<file path="src/rtl/uart_line_rx.sv">
// UART receiver with a line assembler. Frames are deserialised with optional
// parity, and good characters are packed into a line that is handed off on CR/LF.
module uart_line_rx #(
   parameter int CLK_HZ     = 100000000,
   parameter int BAUD       = 115200,
   parameter int DATA_BITS  = 8,
   parameter int PARITY     = 0,
   parameter int LINE_CHARS = 4
) (
   input  logic                                clk,
   input  logic                                rst_n,
   input  logic                                rx,
   output logic                                byte_valid,
   output logic [DATA_BITS-1:0]                byte_data,
   output logic                                frame_err,
   output logic                                parity_err,
   output logic                                line_valid,
   output logic [DATA_BITS*LINE_CHARS-1:0]     line_data,
   output logic [$clog2(LINE_CHARS+1)-1:0]     line_len,
   output logic                                line_trunc,
   input  logic                                line_ack,
   output logic                                line_overrun
);

   localparam int CLKS_PER_BIT = CLK_HZ / BAUD;
   localparam int CNT_W        = $clog2(CLKS_PER_BIT);
   localparam int BIT_W        = $clog2(DATA_BITS + 1);
   localparam int LEN_W        = $clog2(LINE_CHARS + 1);
   localparam int BUF_W        = DATA_BITS * LINE_CHARS;

   localparam logic [CNT_W-1:0]     CNT_LAST = CNT_W'(CLKS_PER_BIT - 1);
   localparam logic [CNT_W-1:0]     CNT_HALF = CNT_W'(CLKS_PER_BIT / 2 - 1);
   localparam logic [BIT_W-1:0]     BIT_LAST = BIT_W'(DATA_BITS - 1);
   localparam logic [LEN_W-1:0]     LEN_FULL = LEN_W'(LINE_CHARS);
   localparam logic [DATA_BITS-1:0] CHAR_LF  = DATA_BITS'(10);
   localparam logic [DATA_BITS-1:0] CHAR_CR  = DATA_BITS'(13);

   typedef enum logic [2:0] {
      S_IDLE,
      S_START,
      S_DATA,
      S_PARITY,
      S_STOP,
      S_BREAK
   } state_t;

   state_t               state;
   logic                 rx_s1;
   logic                 rx_s2;
   logic                 rx_prev;
   logic [1:0]           sync_warm;
   logic [CNT_W-1:0]     cnt;
   logic [BIT_W-1:0]     bitcnt;
   logic [DATA_BITS-1:0] shreg;
   logic                 par_bad;

   logic [BUF_W-1:0]     line_buf;
   logic [LEN_W-1:0]     count;
   logic                 trunc;
   logic                 is_term;
   logic                 pending;

   // rx_prev only reports a genuine high once the synchroniser has flushed its
   // reset value, so a line held low through reset never looks like a start edge.
   always_ff @(posedge clk or negedge rst_n) begin
      if (!rst_n) begin
         rx_s1      <= 1'b1;
         rx_s2      <= 1'b1;
         rx_prev    <= 1'b0;
         sync_warm  <= 2'b00;
         state      <= S_IDLE;
         cnt        <= '0;
         bitcnt     <= '0;
         shreg      <= '0;
         par_bad    <= 1'b0;
         byte_valid <= 1'b0;
         byte_data  <= '0;
         frame_err  <= 1'b0;
         parity_err <= 1'b0;
      end else begin
         rx_s1      <= rx;
         rx_s2      <= rx_s1;
         sync_warm  <= {sync_warm[0], 1'b1};
         rx_prev    <= rx_s2 & sync_warm[1];
         byte_valid <= 1'b0;
         frame_err  <= 1'b0;
         parity_err <= 1'b0;
         case (state)
            S_IDLE: begin
               if (rx_prev && !rx_s2) begin
                  state <= S_START;
                  cnt   <= '0;
               end
            end
            S_START: begin
               if (cnt == CNT_HALF) begin
                  cnt     <= '0;
                  bitcnt  <= '0;
                  par_bad <= 1'b0;
                  state   <= rx_s2 ? S_IDLE : S_DATA;
               end else begin
                  cnt <= cnt + 1'b1;
               end
            end
            S_DATA: begin
               if (cnt == CNT_LAST) begin
                  cnt    <= '0;
                  shreg  <= {rx_s2, shreg[DATA_BITS-1:1]};
                  bitcnt <= bitcnt + 1'b1;
                  if (bitcnt == BIT_LAST)
                     state <= (PARITY != 0) ? S_PARITY : S_STOP;
               end else begin
                  cnt <= cnt + 1'b1;
               end
            end
            S_PARITY: begin
               if (cnt == CNT_LAST) begin
                  cnt     <= '0;
                  par_bad <= (PARITY == 1) ? ~(^shreg ^ rx_s2) : (^shreg ^ rx_s2);
                  state   <= S_STOP;
               end else begin
                  cnt <= cnt + 1'b1;
               end
            end
            S_STOP: begin
               if (cnt == CNT_LAST) begin
                  cnt <= '0;
                  if (!rx_s2) begin
                     frame_err <= 1'b1;
                     state     <= S_BREAK;
                  end else if (par_bad) begin
                     parity_err <= 1'b1;
                     state      <= S_IDLE;
                  end else begin
                     byte_valid <= 1'b1;
                     byte_data  <= shreg;
                     state      <= S_IDLE;
                  end
               end else begin
                  cnt <= cnt + 1'b1;
               end
            end
            S_BREAK: begin
               if (rx_s2)
                  state <= S_IDLE;
            end
            default: state <= S_IDLE;
         endcase
      end
   end

   // An ack arriving with a terminator counts first, so the pending slot is free.
   always_comb begin
      is_term = (byte_data == CHAR_LF) || (byte_data == CHAR_CR);
      pending = line_valid && !line_ack;
   end

   // The line assembler works off the registered byte_valid pulse, which puts
   // the line handoff one cycle behind the terminator's byte_valid.
   always_ff @(posedge clk or negedge rst_n) begin
      if (!rst_n) begin
         line_valid   <= 1'b0;
         line_data    <= '0;
         line_len     <= '0;
         line_trunc   <= 1'b0;
         line_overrun <= 1'b0;
         line_buf     <= '0;
         count        <= '0;
         trunc        <= 1'b0;
      end else begin
         line_overrun <= 1'b0;
         if (line_valid && line_ack)
            line_valid <= 1'b0;
         if (byte_valid) begin
            if (!is_term) begin
               line_buf <= (line_buf << DATA_BITS) | BUF_W'(byte_data);
               if (count == LEN_FULL)
                  trunc <= 1'b1;
               else
                  count <= count + 1'b1;
            end else if (count != '0) begin
               line_buf <= '0;
               count    <= '0;
               trunc    <= 1'b0;
               if (pending) begin
                  line_overrun <= 1'b1;
               end else begin
                  line_valid <= 1'b1;
                  line_data  <= line_buf;
                  line_len   <= count;
                  line_trunc <= trunc;
               end
            end
         end
      end
   end

endmodule

</file>
<file path="config.mk">
export PLATFORM = sky130hd
export DESIGN_NAME = uart_line_rx
export DESIGN_NICKNAME = d
export VERILOG_FILES = /design/src/rtl/uart_line_rx.sv
export SDC_FILE = /design/constraint.sdc
export NUM_CORES = 1
export LEC_CHECK = 0
export CAP_MARGIN = 0
export CORE_AREA = 2 2 101 103
export CTS_CLUSTER_DIAMETER = 200
export DETAILED_ROUTE_END_ITERATION = 8
export DIE_AREA = 0 0 103 105
export PLACE_DENSITY = 0.8
export SYNTH_ARGS = -nofsm -noshare
export SYNTH_HDL_FRONTEND = slang
export SYNTH_SLANG_ARGS = --single-unit
</file>
<file path="constraint.sdc">
create_clock -name clk -period 2.7 [get_ports clk]
set_input_delay 0.27 -clock clk [delete_from_list [all_inputs] [get_ports clk]]
set_output_delay 0.27 -clock clk [all_outputs]
set_load 0.05 [all_outputs]
</file>
-- Yosys cells after proc, flatten, opt, wreduce, memory -nomap -nowiden
Index checks and enable logic that the tools add are counted.
- register bits: 116
- logic and storage cells: 121
- add/sub/neg operators: 3
- mux-type cells: 48
- equality and inequality tests: 20
- reductions and logical operators: 24
- bitwise gates (word level): 5
- operator list (kind ; count):
    $mux W32 ; 2
    $mux W3 ; 11
    $or A32 B8 Y32 ; 1
    $mux W10 ; 3
    $pmux W10 S3 ; 1
    $mux W1 ; 25
    $pmux W3 S6 ; 1
    $eq A8 B4 Y1 const B ; 2
    $ne A2 B2 Y1 const B ; 8
    $reduce_and A3 Y1 ; 4
    $add A10 B1 Y10 const B ; 1
    $eq A10 B10 Y1 const B ; 1
    $eq A10 B9 Y1 const B ; 1
    $eq A3 B3 Y1 const B ; 3
    $mux W4 ; 2
    $pmux W4 S2 ; 1
    $reduce_and A4 Y1 ; 2
    $reduce_xor A8 Y1 ; 1
    $reduce_and A7 Y1 ; 1
    $eq A3 B2 Y1 const B ; 2
    $reduce_and A2 Y1 ; 3
    $reduce_bool A2 Y1 ; 3
    $reduce_bool A3 Y1 ; 2
    $add A4 B1 Y4 const B ; 1
    other kinds (14) ; 18

-- Depth between registers and ports, before layout
Gate-level depths: netlist of run 1.
- depth after elaboration: 6
- depth in mapped cells: 9
- depth with buffers taken out: 7

-- Worst setup path before layout of run 1
No wires, ideal clock.
- kind: reg-to-reg
- from: register byte_data[4]
- to: register line_data[10]
- slack: 0.517 ns
- path buffers: 2
- data arrival time: 2.058 ns
- clock period less this slack: 2.183 ns
- cell stages (with the launch flop): 8
- setup time: 0.125 ns
- path through: dfrtp_1 nor4_1 o211a_1 nand3_1 nor2b_1 buf_2 buf_4 mux2_2
- word-level cells in the longest chain between the ends: 3
- ends and longest elaborated chain (element ; RTL line ; RTL):
    from (decl) ; 14 ; output logic [DATA_BITS-1:0] byte_data,
    from (signal assigned) ; 136 ; byte_data <= shreg;
    $eq A8 B4 Y1 ; 154 ; is_term = (byte_data == CHAR_LF) || (byte_data == CHAR_CR);
    $logic_or A1 B1 Y1 * ; 154 ;
    $reduce_and A4 Y1 (no source line) * ; n/a ;
    to (signal assigned) ; 189 ; line_data <= line_buf;
    to (decl) ; 18 ; output logic [DATA_BITS*LINE_CHARS-1:0] line_data,
Mark *: on every way between the ends. The rest lies on a longest branch, timed or not.
A chain may end at the register's enable or synchronous reset.

-- Final worst setup path of run 1
- from: register byte_data[4]
- to: register line_data[14]
Same word-level chain as after synthesis.

==> results of run 1 <==
-- cell usage after synthesis (2+ instances only) --
| cell type | number | share of area, % |
|---|---|---|
| a21boi_0 | 2 | 0.31 |
| a21o_1 | 4 | 0.63 |
| a21oi_1 | 8 | 0.83 |
| a22o_1 | 28 | 5.1 |
| a31oi_1 | 3 | 0.39 |
| a32o_1 | 3 | 0.63 |
| and2_1 | 2 | 0.26 |
| and2b_2 | 2 | 0.37 |
| and3_2 | 2 | 0.31 |
| buf_2 | 3 | 0.31 |
| buf_4 | 4 | 0.63 |
| buf_6 | 2 | 0.47 |
| clkbuf_1 | 8 | 0.63 |
| dfrtp_1 | 114 | 59 |
| dfstp_2 | 2 | 1.1 |
| ha_1 | 5 | 1.3 |
| inv_1 | 9 | 0.70 |
| mux2_2 | 48 | 11 |
| nand2_1 | 34 | 2.7 |
| nand2b_1 | 3 | 0.39 |
| nand3_1 | 9 | 0.94 |
| nand4_1 | 2 | 0.26 |
| nor2_1 | 8 | 0.63 |
| nor2b_1 | 2 | 0.26 |
| nor3_1 | 5 | 0.52 |
| nor3b_1 | 5 | 0.78 |
| nor4_1 | 3 | 0.39 |
| o21ai_0 | 11 | 1.1 |
| o21ai_1 | 2 | 0.21 |
| o32ai_1 | 2 | 0.37 |
| xnor2_1 | 9 | 1.6 |
-- power by group --
group	switching (mW)	total, mW	internal [mW]
combinational	0.267	0.447	0.181
clock	0.881	2.34	1.45
sequential	0.0569	1.84	1.78
-- cell type report --
class	instances	share of cell area (%)
flip-flops and latches	116	47.6
multi-input cells	226	28.7
repair buffers	63	10.3
clock buffers	17	6.78
clock inverters	15	3.42
well taps	133	2.72
inverters	9	0.553
-- sequential cells by signal, indices dropped and copies added (netlist names), 2 cells and up --
signal,count
shreg,8
line_len,3
line_data,32
byte_data,8
sync_warm,2
line_buf,32
cnt,10
bitcnt,4
state,3
count,3
-- metal layers --
metal  up-vias  track usage [%]  routed length, microns
li1       1457                -                       -
met3        11             5.89                     330
met5         -                0                       0
met1      1586             24.8                    4150
met2        68             31.1                    4930
met4         0             6.11                     104
-- through the flow --
step	instances	util (%)	worst slack (ns)	power [mW]
after global routing	579	63.4	0.309	4.81
after global placement	546	56.8	0.543	2.28
final	579	63.4	0.468	4.62
after CTS	579	63.4	0.463	4.66
after floorplan	369	-	0.517	2.23
after detailed placement	546	56.8	0.487	2.31
-- cells by family after synthesis --
kind of cell	synth area share, %
fa+ha+maj	1.30
buf+inv	3.16
simple gates	10.4
xor+xnor	1.64
compound gates	11.4
other cells	0.0782
flops	60.5
mux	11.5
-- critical path: stages (launching register included) --
cell,delay [ns]
dfrtp_1,0.42
nor4_1,0.32
o211a_1,0.31
nand3_1,0.19
nor2b_4,0.24
buf_12,0.23
mux2_2,0.36
-- worst paths after layout --
kind	start	endpoint	slack (ns)	depth (start not counted)
setup reg to reg	byte_data[4]$_DFFE_PN0P_	line_data[14]$_DFFE_PN0P_	0.47	6
hold reg to reg	rx_s1$_DFF_PN1_	rx_s2$_DFF_PN1_	0.36	0
setup / recovery	byte_data[4]$_DFFE_PN0P_	line_data[14]$_DFFE_PN0P_	0.47	6
min in group asynchronous	rst_n	line_data[9]$_DFFE_PN0P_	0.34	2
max in group asynchronous	rst_n	line_data[12]$_DFFE_PN0P_	1.62	3
hold / removal	rx	rx_s1$_DFF_PN1_	0.17	1
-- repair_timing --
| action | CTS | global route |
|---|---|---|
| hold endpoints to repair | 51 | 0 |
| resized for setup | 0 | 0 |
| hold buffers | 1 | 0 |
==> impl_metrics.json, run 1 <==
{
  "setup_violations": 0,
  "synth-edff-count": 0,
  "final_cell_mix": "114 x dfrtp_1, 51 x clkdlybuf4s50_1, 48 x mux2_2",
  "syn_avg_cell_area_sq_um": 13.0,
  "port_buffers": 52,
  "antenna_found_initial": 0,
  "end_kind": "register",
  "drt-total-wl_microns": 9520,
  "setup_tns_ns": 0,
  "fp.dieH_microns": 105,
  "diodes": 0,
  "stdcell_area_sq_mm": 0.00611,
  "dieArea_sq_mm": 0.0108,
  "num-fill-cells": 734,
  "htree_levels": 4,
  "start_util_pct": 49.8,
  "clockBufferDepth": 2,
  "place.gp.congestion": 0.800,
  "clock_sinks": 116,
  "final_common_cell": "dfrtp_1",
  "grt_overflow": 0,
  "final.period_utilization_pct": 82.7,
  "nets": 442,
  "rsz0062_at_grt": "no",
  "crit_fanout": 32,
  "register_area_sq_mm": 0.00291,
  "num_rows": 36,
  "synth_cell_types": 56,
  "worstMarginPinSlew_ns": 0.744,
  "cp.arrival_ns": 2.62,
  "p_per_area_mw_per_mm2": 756,
  "cts_buffers": 17,
  "viasPerCell": 5.39,
  "crit_required_ns": 3.09,
  "drtIter0Drc": 129,
  "grt_usage_pct": 19.3,
  "drv_cap": 0,
  "grt_pass1_vias": 3234,
  "synth-seq-cells": 116,
  "netlist_area_sq_mm": 0.00480,
  "period_needed_ns": 2.23,
  "drtPass1Iterations": 5,
  "wl_per_cell_microns": 16.4,
  "syn_nets": 378,
  "cp-start-kind": "register",
  "outcome": "complete, no violations",
  "grt_max_degree": 54,
  "die_w_microns": 103,
  "multiInputGateArea_sq_mm": 0.00175,
  "route.vias.total": 3122,
  "cts_tree": "done",
  "syn_to_final_growth_pct": 27.3,
  "p_leak_nw": 2.93,
  "postSynthCellCount": 369,
  "yosysWarnings": 0,
  "slew_headroom_pct": 49.0,
  "layout-drive-gt1-share_pct": 24.7,
  "placed_area_sq_mm": 0.00548,
  "async_reset_ff_share_pct": 100,
  "synth_seq_area_share_pct": 60.5,
  "post_cts_buffers": 0,
  "coreArea_sq_mm": 0.00964,
  "hold_viol": 0,
  "postRouteAntennaNets": 0,
  "fin_skew_ns": 0.00676,
  "crit_type": "reg -> reg",
  "io_pins": 53,
  "clk_pin_slew_ns": 0.06,
  "insertion_delay_ns": 0.51,
  "worstHoldPathType": "in -> reg",
  "drc_errors": 0,
  "hpwl_microns": 6360,
  "grt_pass1_wl_microns": 16100,
  "timing.hold.ws_ns": 0.169,
  "synth-main-ff-cell": "dfrtp_1",
  "final_max_slew_viol_count": 0,
  "max_freq_mhz": 448,
  "vdd_ir_drop_max_mv": 0.551,
  "cts-root-buf": "clkbuf_8"
}
No activity file was read; power rests on OpenSTA's default activity.
==> run 2: changes to the inputs <==
==> constraint.sdc (replaced) <==
create_clock -name clk -period 2.2 [get_ports clk]
set_input_delay 0.22 -clock clk [delete_from_list [all_inputs] [get_ports clk]]
set_output_delay 0.22 -clock clk [all_outputs]
set_load 0.05 [all_outputs]
==> run 2 against run 1 <==
Net effect: power is 17% higher; cell count grew 1.6%; largest power group unchanged; utilization rose by 0.065 points; critical path type unchanged; clock power rose by 10%; combinational power up 33%; design area up 0.10%; global-route usage rose by 0.88 points; largest cell class unchanged; routed wire length grew 4.7%; critical endpoint is now bitcnt[2]$_DFFE_PN0P_.
==> impl_metrics.json, run 2 (synthesized netlist as in run 1, its figures left out) <==
{
  "max_freq_mhz": 476,
  "fp.dieH_microns": 105,
  "p_per_area_mw_per_mm2": 886,
  "cp-start-kind": "register",
  "seqPwrFrac_pct": 41.4,
  "num_rows": 36,
  "drt-total-wl_microns": 9960,
  "slew_headroom_pct": 61.2,
  "grt_max_degree": 65,
  "grt_overflow": 0,
  "internal_power_mw": 3.96,
  "port_buffers": 52,
  "final_max_slew_viol_count": 0,
  "dp_cells": 555,
  "diodes": 0,
  "holdPathStages": 1,
  "grt_pass1_vias": 3277,
  "fin_skew_ns": 0.00989,
  "routed-wl-met3_microns": 450,
  "antenna_found_initial": 0,
  "num-fill-cells": 753,
  "post_cts_buffers": 0,
  "wl_met1_microns": 4310,
  "grt_pass1_wl_microns": 16600,
  "p_total_mw": 5.42,
  "final_common_cell": "dfrtp_1",
  "reg2regPathDepth": 6,
  "p_leak_nw": 2.94,
  "post-route-util_pct": 63.4,
  "setup_tns_ns": 0,
  "grt_usage_pct": 20.2,
  "nets": 451,
  "cts_buffers": 17,
  "combPwrFrac_pct": 11.0,
  "coreArea_sq_mm": 0.00964,
  "worstHoldPathType": "in -> reg",
  "end_kind": "register",
  "top_layer": "met4",
  "p_switching_mw": 1.46,
  "drtPass1Iterations": 6,
  "outcome": "complete, no violations",
  "worstMarginPinSlew_ns": 0.576,
  "final_cell_mix": "114 x dfrtp_1, 51 x clkdlybuf4s50_1, 48 x mux2_2",
  "route.vias.total": 3197,
  "cts-root-buf": "clkbuf_8",
  "largestRegisters": "line_buf x32, line_data x32, cnt x10",
  "period_needed_ns": 2.10,
  "fin_cells": 588,
  "start_util_pct": 49.8,
  "clock_sinks": 116,
  "drv_cap": 0,
  "p_clk_share_pct": 47.6,
  "drc_errors": 0,
  "cp.arrival_ns": 2.51,
  "rsz0062_at_grt": "no",
  "io_pins": 53,
  "layout-drive-gt1-share_pct": 26.2,
  "final.period_utilization_pct": 95.4,
  "postRouteAntennaNets": 0,
  "htree_levels": 4,
  "crit_required_ns": 2.61,
  "die_w_microns": 103,
  "register_area_sq_mm": 0.00291,
  "place.gp.congestion": 0.827,
  "setup_violations": 0,
  "syn_to_final_growth_pct": 27.4,
  "crit_fanout": 10,
  "vdd_ir_drop_max_mv": 0.741,
  "clk_pin_slew_ns": 0.06,
  "wl_per_cell_microns": 16.9,
  "p_sw_share_pct": 26.9,
  "drtIter0Drc": 144,
  "hold_viol": 0,
  "insertion_delay_ns": 0.52,
  "clockBufferDepth": 2,
  "wl_met2_microns": 5100,
  "crit_type": "reg -> reg",
  "cts_tree": "done",
  "multiInputGateArea_sq_mm": 0.00175,
  "hpwl_microns": 6520,
  "dieArea_sq_mm": 0.0108,
  "viasPerCell": 5.44
}
-- run 2: cell types whose count changed in the layout (fill, tap and decap cells not counted) --
| cell | delta |
|---|---|
| inv_6 | +1 |
| bufinv_16 | -2 |
| inv_8 | -5 |
| clkinvlp_4 | +2 |
| o21ai_0 | -1 |
| clkinv_4 | +3 |
| buf_4 | +9 |
| clkinv_2 | +1 |
| o21ai_1 | +1 |
-- run 2: power groups by stage --
stage	combinational, mW	clock, mW	sequential (mW)
final	0.594	2.58	2.24
after global routing	0.675	2.71	2.24
after CTS	0.597	2.61	2.24
after detailed placement	0.583	0	2.28
after global placement	0.558	0	2.27
after floorplan	0.483	0	2.26
-- run 2: what timing repair did --
action,4_1_cts,5_1_grt
setup endpoints to repair,0,2
gates resized for setup,0,1
endpoints found under the hold margin,30,0
hold buffers,1,0
-- run 2: area by class of cell --
| class | instances | area share [%] |
|---|---|---|
| Sequential cell | 116 | 47.5 |
| Multi-Input combinational cell | 226 | 28.6 |
| Timing Repair Buffer | 72 | 11.4 |
| Clock buffer | 17 | 6.77 |
| Tap cell | 133 | 2.72 |
| Clock inverter | 15 | 2.41 |
| Inverter | 9 | 0.552 |
-- run 2: worst paths after layout --
check	startpoint	to	slack [ns]
worst min register to register	sync_warm[0]$_DFF_PN0_	sync_warm[1]$_DFF_PN0_	0.35
max in group asynchronous	rst_n	rx_s2$_DFF_PN1_	1.31
worst min-delay path	rx	rx_s1$_DFF_PN1_	0.10
min in group asynchronous	rst_n	line_overrun$_DFF_PN0_	0.19
worst max register to register	cnt[3]$_DFFE_PN0P_	bitcnt[2]$_DFFE_PN0P_	0.10
worst max-delay path	cnt[3]$_DFFE_PN0P_	bitcnt[2]$_DFFE_PN0P_	0.10
-- run 2: through the flow --
step	worst slack [ns]	instance area, sq um	hold WS [ns]
finish	0.100	6110	0.105
CTS	0.0778	6110	0.0952
detailed placement	0.121	5540	0.199
global placement	0.200	5540	0.201
floorplan	0.0169	4800	-0.0756
global route	0.00361	6110	0.0975
-- run 2: worst max-delay path: stages, from the launching register on --
cell and delay, ns:
dfrtp_1 0.43, or3b_4 0.46, nor4_1 0.56, buf_4 0.27, a21oi_1 0.08, nor2_1 0.13
nor2_1 0.05
-- run 2: layer usage --
layer	track usage, %	vias up
met2	32.1	84
met1	26.4	1635
met4	5.55	0
met5	0	-
met3	6.62	10
li1	-	1468
==> run 3: changes to the inputs <==
--- a/config.mk
+++ b/config.mk
@@ -5,11 +5,12 @@
 export SDC_FILE = /design/constraint.sdc
 export NUM_CORES = 1
 export LEC_CHECK = 0
+export ABC_AREA = 1
 export CAP_MARGIN = 0
-export CORE_AREA = 2 2 101 103
+export CORE_AREA = 2 2 107 109
 export CTS_CLUSTER_DIAMETER = 200
 export DETAILED_ROUTE_END_ITERATION = 8
-export DIE_AREA = 0 0 103 105
+export DIE_AREA = 0 0 109 111
 export PLACE_DENSITY = 0.8
 export SYNTH_ARGS = -nofsm -noshare
 export SYNTH_HDL_FRONTEND = slang
==> run 3 against run 2 <==
Net effect: first-iteration DRC count up 97%; combinational power down 6.7%; global-route usage down 0.52 points; sequential power about the same; critical endpoint is now byte_valid; clock skew down 0.00092 ns; cell count up 33%.
==> impl_metrics.json, run 3 <==
{
  "dieArea_sq_mm": 0.0121,
  "dp_cells": 748,
  "wl_per_cell_microns": 13.8,
  "final.period_utilization_pct": 93.0,
  "insertion_delay_ns": 0.41,
  "slew_headroom_pct": 63.1,
  "nets": 634,
  "syn_to_final_growth_pct": 22.9,
  "place.gp.congestion": 0.872,
  "critical-path-top-delay-family": "buffers and inverters",
  "max_freq_mhz": 489,
  "postSynthCellCount": 563,
  "synth_seq_area_share_pct": 53.9,
  "synth.most_common_cell": "nand2_1",
  "period_needed_ns": 2.05,
  "die_w_microns": 109,
  "cts_buffers": 17,
  "clock_sinks": 116,
  "grt_pass1_vias": 3939,
  "vdd_ir_drop_max_mv": 0.700,
  "final_common_cell": "nand2_1",
  "grt_max_degree": 54,
  "synth_top_area_share_pct": 52.9,
  "synth-seq-cells": 116,
  "critPathMaxStageDelay_ns": 0.87,
  "fin_skew_ns": 0.00898,
  "drv_cap": 0,
  "num-fill-cells": 894,
  "netlist_area_sq_mm": 0.00539,
  "worstHoldPathType": "in -> reg",
  "num_rows": 39,
  "synth-main-ff-cell": "dfrtp_1",
  "synth-edff-count": 0,
  "clockBufferDepth": 2,
  "start_util_pct": 48.7,
  "synthTopCellsByArea": "dfrtp_1 53%, nand2_1 9.8%, o21ai_2 6.3%",
  "viasPerCell": 5.14,
  "synthTopCellsByCount": "141 x nand2_1, 114 x dfrtp_1, 74 x inv_1",
  "worstMarginPinSlew_ns": 0.552,
  "cp_cell_sequence": "clkdlybuf4s50_1",
  "antenna_found_initial": 0,
  "grt_overflow": 0,
  "htree_levels": 4,
  "cts-root-buf": "clkbuf_16",
  "fp.dieH_microns": 111,
  "final_max_slew_viol_count": 0,
  "crit_slowest_cell": "clkdlybuf4s50_1",
  "drtPass1Iterations": 4,
  "syn_avg_cell_area_sq_um": 9.58,
  "grt_usage_pct": 19.6,
  "yosysWarnings": 0,
  "drtIter0Drc": 284,
  "end_kind": "output pin",
  "syn_nets": 572,
  "crit_type": "reg -> out",
  "clk_pin_slew_ns": 0.05,
  "crit_required_ns": 1.98,
  "coreArea_sq_mm": 0.0111,
  "ctsResizeCount": 0,
  "fin_cells": 781,
  "p_leak_nw": 2.98,
  "rsz0062_at_grt": "no",
  "cp_num_buf_inv": 1,
  "hpwl_microns": 7540,
  "cp.arrival_ns": 1.83,
  "cts_tree": "done",
  "port_buffers": 52,
  "p_per_area_mw_per_mm2": 847,
  "hold_viol": 0,
  "drc_errors": 0,
  "synth_cell_types": 35,
  "async_reset_ff_share_pct": 100,
  "grt_pass1_wl_microns": 18500,
  "outcome": "complete, no violations",
  "largestRegisters": "line_buf x32, line_data x32, cnt x10",
  "final_cell_mix": "141 x nand2_1, 114 x dfrtp_1, 74 x inv_1",
  "cp-start-kind": "register",
  "io_pins": 53,
  "setup_violations": 0,
  "timing.hold.ws_ns": 0.219,
  "layout-drive-gt1-share_pct": 21.2,
  "diodes": 0,
  "crit_fanout": 5,
  "route.vias.total": 4018,
  "yosysTopAreaCell": "dfrtp_1",
  "postRouteAntennaNets": 0,
  "setup_tns_ns": 0,
  "drt-total-wl_microns": 10800
}
run 3: area by class of cell:
class / instances / area (sq um) / area share, %
Sequential cell: 116 / 2910 / 43.8
Multi-Input combinational cell: 345 / 2010 / 30.3
Timing Repair Buffer: 59 / 598 / 9.02
Clock buffer: 18 / 439 / 6.63
Inverter: 86 / 324 / 4.89
Tap cell: 143 / 179 / 2.70
Clock inverter: 14 / 178 / 2.68
run 3: repair_timing:
item	CTS	global route
endpoints found under the hold margin	25	0
buffers inserted	0	0
hold buffers	1	0
run 3: routing by layer:
| layer | vias to the layer above | track usage, % | part of all wire, % |
|---|---|---|---|
| met3 | 18 | 5.88 | 4.5 |
| li1 | 1952 | - | - |
| met2 | 111 | 33.7 | 53 |
| met5 | - | 0 | 0 |
| met1 | 1937 | 23.3 | 41 |
| met4 | 0 | 6.32 | 1.6 |
run 3: cells by family (layout without fill, tap and decap cells):
logic type / Yosys count / in the layout / synth area share, %
buf+inv: 102 / 177 / 8.93
other cells: 1 / 1 / 0.0695
xor+xnor: 5 / 5 / 0.812
fa+ha+maj: 5 / 5 / 1.16
flops: 116 / 116 / 53.9
compound gates: 98 / 98 / 14.8
simple gates: 236 / 236 / 20.3
run 3: metrics by stage:
| stage | util, % | setup WS [ns] | total power, mW | instance area, sq um |
|---|---|---|---|---|
| floorplan | - | 0.469 | 2.65 | 5390 |
| global placement | 54.2 | 0.540 | 2.79 | 6000 |
| detailed placement | 54.2 | 0.430 | 2.82 | 6000 |
| CTS | 59.8 | 0.137 | 5.67 | 6630 |
| global route | 59.8 | 0.108 | 5.84 | 6630 |
| finish | 59.8 | 0.154 | 5.61 | 6630 |
run 3: final timing paths:
check	cells after the start	slack, ns	startpoint	end
min in group asynchronous	2	0.27	rst_n	line_data[12]$_DFFE_PN0P_
setup / recovery	1	0.15	byte_valid$_DFF_PN0_	byte_valid
max in group asynchronous	3	1.09	rst_n	line_buf[30]$_DFFE_PN0P_
setup reg to reg	9	0.39	count[0]$_DFFE_PN0P_	line_data[15]$_DFFE_PN0P_
hold reg to reg	0	0.35	sync_warm[0]$_DFF_PN0_	sync_warm[1]$_DFF_PN0_
hold / removal	1	0.22	rx	rx_s1$_DFF_PN1_
run 3: report_power, final:
group	total, mW	internal [mW]	switching, mW
Combinational	0.554	0.145	0.409
Sequential	2.24	2.18	0.0516
Clock	2.82	1.82	1.00
